[src/rtl/truth_table_sweeper.sv]
// Exhaustive 4-input truth-table sweeper. It steps {a,b,c,d} through 0..15, holds each
// vector for DWELL cycles, then samples x_in and checks it against the latched table.
module truth_table_sweeper #(
  parameter int DWELL = 4
) (
  input  logic        clk,
  input  logic        rst_n,
  input  logic        start,
  input  logic        abort,
  input  logic [15:0] expected,
  input  logic        x_in,
  output logic        a,
  output logic        b,
  output logic        c,
  output logic        d,
  output logic        busy,
  output logic        done,
  output logic        pass,
  output logic [4:0]  mismatch_cnt,
  output logic [3:0]  first_fail_idx,
  output logic [15:0] captured
);
  typedef enum logic [1:0] {IDLE, DRIVE, DONE} state_t;

  localparam logic [7:0] LAST = 8'(DWELL - 1);

  state_t      r_state;
  logic [15:0] r_exp;
  logic [3:0]  r_idx;
  logic [7:0]  r_dwell;
  logic [3:0]  r_vec;
  logic        r_busy;
  logic        r_done;
  logic        r_pass;
  logic [4:0]  r_mcnt;
  logic [3:0]  r_ffi;
  logic [15:0] r_cap;

  logic w_sample;
  logic w_miss;

  assign w_sample = (r_dwell == LAST);
  assign w_miss   = (x_in != r_exp[r_idx]);

  always_ff @(posedge clk or negedge rst_n) begin
    if (!rst_n) begin
      r_state <= IDLE;
      r_exp   <= '0;
      r_idx   <= '0;
      r_dwell <= '0;
      r_vec   <= '0;
      r_busy  <= 1'b0;
      r_done  <= 1'b0;
      r_pass  <= 1'b0;
      r_mcnt  <= '0;
      r_ffi   <= '0;
      r_cap   <= '0;
    end else begin
      case (r_state)
        IDLE, DONE: begin
          if (start) begin
            r_state <= DRIVE;
            r_exp   <= expected;
            r_idx   <= '0;
            r_dwell <= '0;
            r_vec   <= '0;
            r_mcnt  <= '0;
            r_ffi   <= '0;
            r_cap   <= '0;
            r_busy  <= 1'b1;
            r_done  <= 1'b0;
            r_pass  <= 1'b0;
          end
        end
        DRIVE: begin
          // Abort takes priority, so a coincident final sample is dropped.
          if (abort) begin
            r_state <= IDLE;
            r_idx   <= '0;
            r_dwell <= '0;
            r_vec   <= '0;
            r_busy  <= 1'b0;
            r_done  <= 1'b0;
            r_pass  <= 1'b0;
          end else begin
            r_dwell <= r_dwell + 8'd1;
            if (w_sample) begin
              r_cap[r_idx] <= x_in;
              if (w_miss) begin
                r_mcnt <= r_mcnt + 5'd1;
                if (r_mcnt == 5'd0) r_ffi <= r_idx;
              end
              r_dwell <= '0;
              if (r_idx == 4'd15) begin
                r_state <= DONE;
                r_vec   <= '0;
                r_busy  <= 1'b0;
                r_done  <= 1'b1;
                r_pass  <= (r_mcnt == 5'd0) && !w_miss;
              end else begin
                r_idx <= r_idx + 4'd1;
                r_vec <= r_idx + 4'd1;
              end
            end
          end
        end
        default: r_state <= IDLE;
      endcase
    end
  end

  assign {a, b, c, d}   = r_vec;
  assign busy           = r_busy;
  assign done           = r_done;
  assign pass           = r_pass;
  assign mismatch_cnt   = r_mcnt;
  assign first_fail_idx = r_ffi;
  assign captured       = r_cap;
endmodule

[config.mk]
export PLATFORM = sky130hd
export DESIGN_NAME = truth_table_sweeper
export DESIGN_NICKNAME = d
export VERILOG_FILES = /design/src/rtl/truth_table_sweeper.sv
export SDC_FILE = /design/constraint.sdc
export NUM_CORES = 1
export LEC_CHECK = 0
export ABC_CLOCK_PERIOD_IN_PS = 3000
export CORE_MARGIN = 2
export CORE_UTILIZATION = 40
export DETAILED_ROUTE_END_ITERATION = 8
export PLACE_DENSITY = 0.62
export SLEW_MARGIN = 10
export SYNTH_ARGS = -nofsm -noshare
export SYNTH_HDL_FRONTEND = slang
export SYNTH_SLANG_ARGS = --single-unit
[constraint.sdc]
create_clock -name clk -period 3 [get_ports clk]
set_input_delay 0.9 -clock clk [delete_from_list [all_inputs] [get_ports clk]]
set_output_delay 0.9 -clock clk [all_outputs]
set_load 0.02 [all_outputs]
# Word level (Yosys, flattened, before mapping)
# Index checks and enable logic that the tools add are counted.
# W data, S select, Z words.
# classes
mul,0
n_bitwise,0
n_eq_ne,13
add_sub_neg,3
n_reduce_logical,16
n_shift,0
n_div,0
n_lt_le_gt_ge,2
muxes,51
# op_table
cell,count
$mux W16,3
$mux W4,11
$pmux W16 S2,1
$mux W8,3
$pmux W4 S2,3
$mux W5,4
$bwmux W16,1
$pmux W8 S2,1
$mux W1,13
$reduce_and A4 Y1,3
$ne A2 B2 Y1 const B,5
$pmux W5 S2,1
$ne A3 B3 Y1 const B,3
$add A8 B1 Y8 const B,1
$eq A8 B2 Y1 const B,1
$mux W2,4
$pmux W1 S2,3
$reduce_and A3 Y1,2
$reduce_and A6 Y1,1
$add A5 B1 Y5 const B,1
$logic_not A5 Y1,1
$lt A4 B5 Y1 const B,1
$reduce_and A5 Y1,1
$add A4 B1 Y4 const B,1
14 further kinds,16
# word_totals
latch_bits,0
ramBits,0
n_memories,0
ff_bits,62
word_cells,96
input_bits,21
rom_bits,0
out_inout_bits,32

# Longest topological paths before layout
# depth
depth_word,9
ltp_mapped,7
ltp_nobuf,6

# Worst setup path before layout
# OpenSTA, ideal clock, no wires.
# synth_timing
kind,input to register
from,in abort
to,reg r_ffi[3] (netlist: first_fail_idx[3])
arrival_ps,2428
required_ps,2918
path_slack_ps,491
path_stages,5
n_path_buf,1
setup_time_ps,82
path_cell_list,or3b_1 > clkbuf_2 > or4_4 > a211oi_4 > mux2i_1
# synth_via
elab_chain_len,2
# synth_rtl
item,line_no,text
start: declaration,9,"input logic abort,"
$ne A2 B2 Y1 (no source line),-,
$reduce_and A6 Y1 (no source line),-,
end signal: assignment,91,if (r_mcnt == 5'd0) r_ffi <= r_idx;
end: declaration,36,logic [3:0] r_ffi;
# Every way passes these cells.
# A chain may end at the register's enable or synchronous reset.

# Final worst setup path
# layout_timing
from,in abort
to,reg r_ffi[2] (netlist: first_fail_idx[2])
# Same word-level chain as after synthesis.

==> key figures <==
Synth
  • Netlist Area Pre-Place: 3141 µm²
  • Seq/Total Area, Yosys: 0.4940
  • Yosys reg bits: 62
  • Yosys warns: 0
  • EDFF count, synth: 0
  • Post-Syn Instances: 340
  • Async SR Flop Fraction: 1.000
  • Avg Cell Area, Syn: 9.237 µm²
  • Mapped Nets: 368
  • Top FF cell, synth: dfrtp_1
  • Cell variety after synth: 42

Run
  • Max-Cap Viols: 0

Clock network
  • Clk Latency, worst-skew pair: 0.34 ns
  • Reg clk slew, reported paths: 0.06 ns
  • Clk root buf: clkbuf_8
  • Hold Buf Count CTS: 0
  • Longest Clk Path Bufs: 2
  • TritonCTS Buffers: 9
  • Htree depth: 3
  • Clock tree sinks: 62
  • CTS tree: built
  • Postcts setup bufs: 0
  • Post_cts resized: 0

Global route
  • Total track usage: 0.1869
  • Overflow after GRT: 0
  • Largest net degree at the start of global routing: 35
  • First-pass GRT wire length: 12430 µm
  • Vias in the first global route: 2564
  • Initial antenna violation count: 0

Critical path
  • Class of the most critical setup path: in -> reg
  • CP delay by family, top: simple AND/OR/NAND/NOR gates
  • Kind of end point of the critical path: flop
  • Critical path launch point type: input port
  • CP peak stage delay: 0.57 ns
  • Critical Path Fanout Max: 4
  • Buffers and inverters on the worst path: 1
  • Critical Path RT: 3.25 ns
  • Setup slack, reg-to-reg: 0.59 ns
  • Worst r2r src: r_idx[0]
  • CP max stage cell: or4_4
  • CP arrival: 2.91 ns
  • Setup crit start: abort
  • Crit path cell chain: clkdlybuf4s50_1 -> or3b_1 -> or4_4 -> a211oi_4 -> mux2i_1

Pwr
  • PwrDens: 753.3 nW/µm²
  • Worst VDD drop: 0.3814 mV
  • Leakage: 1.806 nW

Place
  • PortBufs: 52
  • Placer congestion estimate: 0.8521
  • Post-DP HPWL: 5429 µm
  • Dpl cells: 496

Detailed routing
  • Antenna-violating nets left: 0
  • WL met3: 352 µm
  • DR vias/cell: 5.131
  • Vias after detailed routing: 2627
  • Average wire per standard cell: 14.49 µm
  • Met2 WL post-DR: 3505 µm
  • DR pass1 iterations: 4
  • DRT met1 WL: 3419 µm
  • DRC viols: 0
  • DR top layer: met4
  • Initial detailed-routing violation count: 159
  • Wirelength, routed: 7417 µm

Timing
  • Max-slew violations: 0
  • Final period util: 0.8839
  • Final setup fails: 0
  • Worst clock skew: 0.009841 ns
  • RSZ-0062 raised after global routing: no
  • Relative slew margins: 0.5372
  • Final Hold Fails: 0
  • Slew @ Worst Pin: 0.6942 ns
  • Period minus WS final: 2.652 ns
  • Peak Freq: 0.3771 GHz
  • WHS: 0.4756 ns

Die
  • Die Wd: 92.61 µm
  • Core Area: 7647 µm²
  • Starting Density: 0.4107
  • Die area: 8576 µm²
  • Top-Level Pins: 53
  • Cell row count: 32
  • Die Ht: 92.61 µm

Worst hold path
  • Hold path start: r_exp[6]
  • Worst min path class: reg -> reg

Finish
  • NumNets Final: 433
  • Post-route insts no fill: 512
  • Ant. Diodes: 0
  • Layout Area Growth over Synthesis: 29.04%
  • Share of cells above drive strength 1: 0.1220

Status
  • Outcome: complete, no violations
==> power by group <==
group          total, mW  switching [mW]  leakage (nW)  internal (mW)
Clock              0.708           0.331        0.0948          0.377
Sequential          1.19           0.172         0.828           1.02
Combinational       1.15           0.623         0.883          0.528
==> area by class of cell <==
class | count | area, µm²
clock buffers | 9 | 123.9
clock inverters | 7 | 65.06
fillers | 719 | 3595
inverters | 8 | 30.03
multi-input cells | 253 | 1484
flip-flops and latches | 62 | 1551
well taps | 102 | 127.6
repair buffers | 71 | 670.6
==> cells in the mapped netlist (all sizes together), types with 3 or more instances <==
master	number	area (µm²)
inv	7	26.28
mux2i	20	216.5
buf	4	25.02
nand2b	5	31.28
nor2	20	75.07
nor2b	3	18.77
clkbuf	13	50.04
a31oi	4	25.02
nand3	6	30.03
a21oi	14	70.07
a22o	4	35.03
o31ai	6	45.04
dfrtp	62	1551
o21ai	46	230.2
ha	7	87.58
nand2	85	319.1
nor3	7	40.04
==> worst paths after layout <==
kind                            cells after the start           endpoint
worst max-delay path                                5  first_fail_idx[2]
worst min-delay path                                2           r_exp[6]
worst max register to register                      5  first_fail_idx[2]
worst min register to register                      2           r_exp[6]
max in group asynchronous                           2           r_vec[1]
min in group asynchronous                           1    mismatch_cnt[4]
==> registers in the layout, summed over array words and instances (netlist names) <==
name            flops
r_idx               4
r_state             2
done                1
busy                1
first_fail_idx      4
mismatch_cnt        5
r_dwell             8
captured           16
r_exp              16
r_vec               4
pass                1
==> tightest hold or removal path, cell delays in order, from the launching register on <==
cell     delay, ns
dfrtp_1       0.34
nand2_1       0.05
nand2_1       0.05
==> per-stage QoR <==
step           worst slack, ns  utilization  power [mW]  cell area, µm²   TNS, ns
2_1_floorplan           0.4908            -       1.958            3141         0
3_3_place_gp           0.03086       0.5052       2.337            3864         0
3_5_place_dp          -0.01504       0.5052       2.359            3864  -0.02632
4_1_cts                 0.3414       0.5299       3.076            4053         0
5_1_grt                 0.2818       0.5299       3.261            4053         0
6_report                0.3484       0.5299       3.053            4053         0
==> cells by family after synthesis <==
kind of cell               count (synthesis)  synth area share
and+or+nand+nor                          140            0.1980
AOI/OAI and AO/OA                         78            0.1438
DFF                                       62            0.4940
buffers and inverters                     25           0.03346
muxes                                     24           0.09163
adders and majority gates                  7           0.02789
xor gates and xnor gates                   4           0.01116
==> layout by cell type, fill, tap and decap left out, drive strengths merged, types with 9 or more instances in the layout <==
| cell type | count |
|---|---|
| a21oi | 14 |
| nor2 | 20 |
| nand2 | 85 |
| buf | 20 |
| dfrtp | 62 |
| mux2i | 20 |
| clkbuf | 9 |
| o21ai | 46 |
| clkdlybuf4s50 | 51 |
==> routing by layer <==
layer | global-route usage | up-vias
met4 | 0.09328 | 0
li1 | - | 1302
met5 | 0 | -
met2 | 0.2974 | 74
met3 | 0.03906 | 14
met1 | 0.2419 | 1237
(Power assumes the default switching activity.)
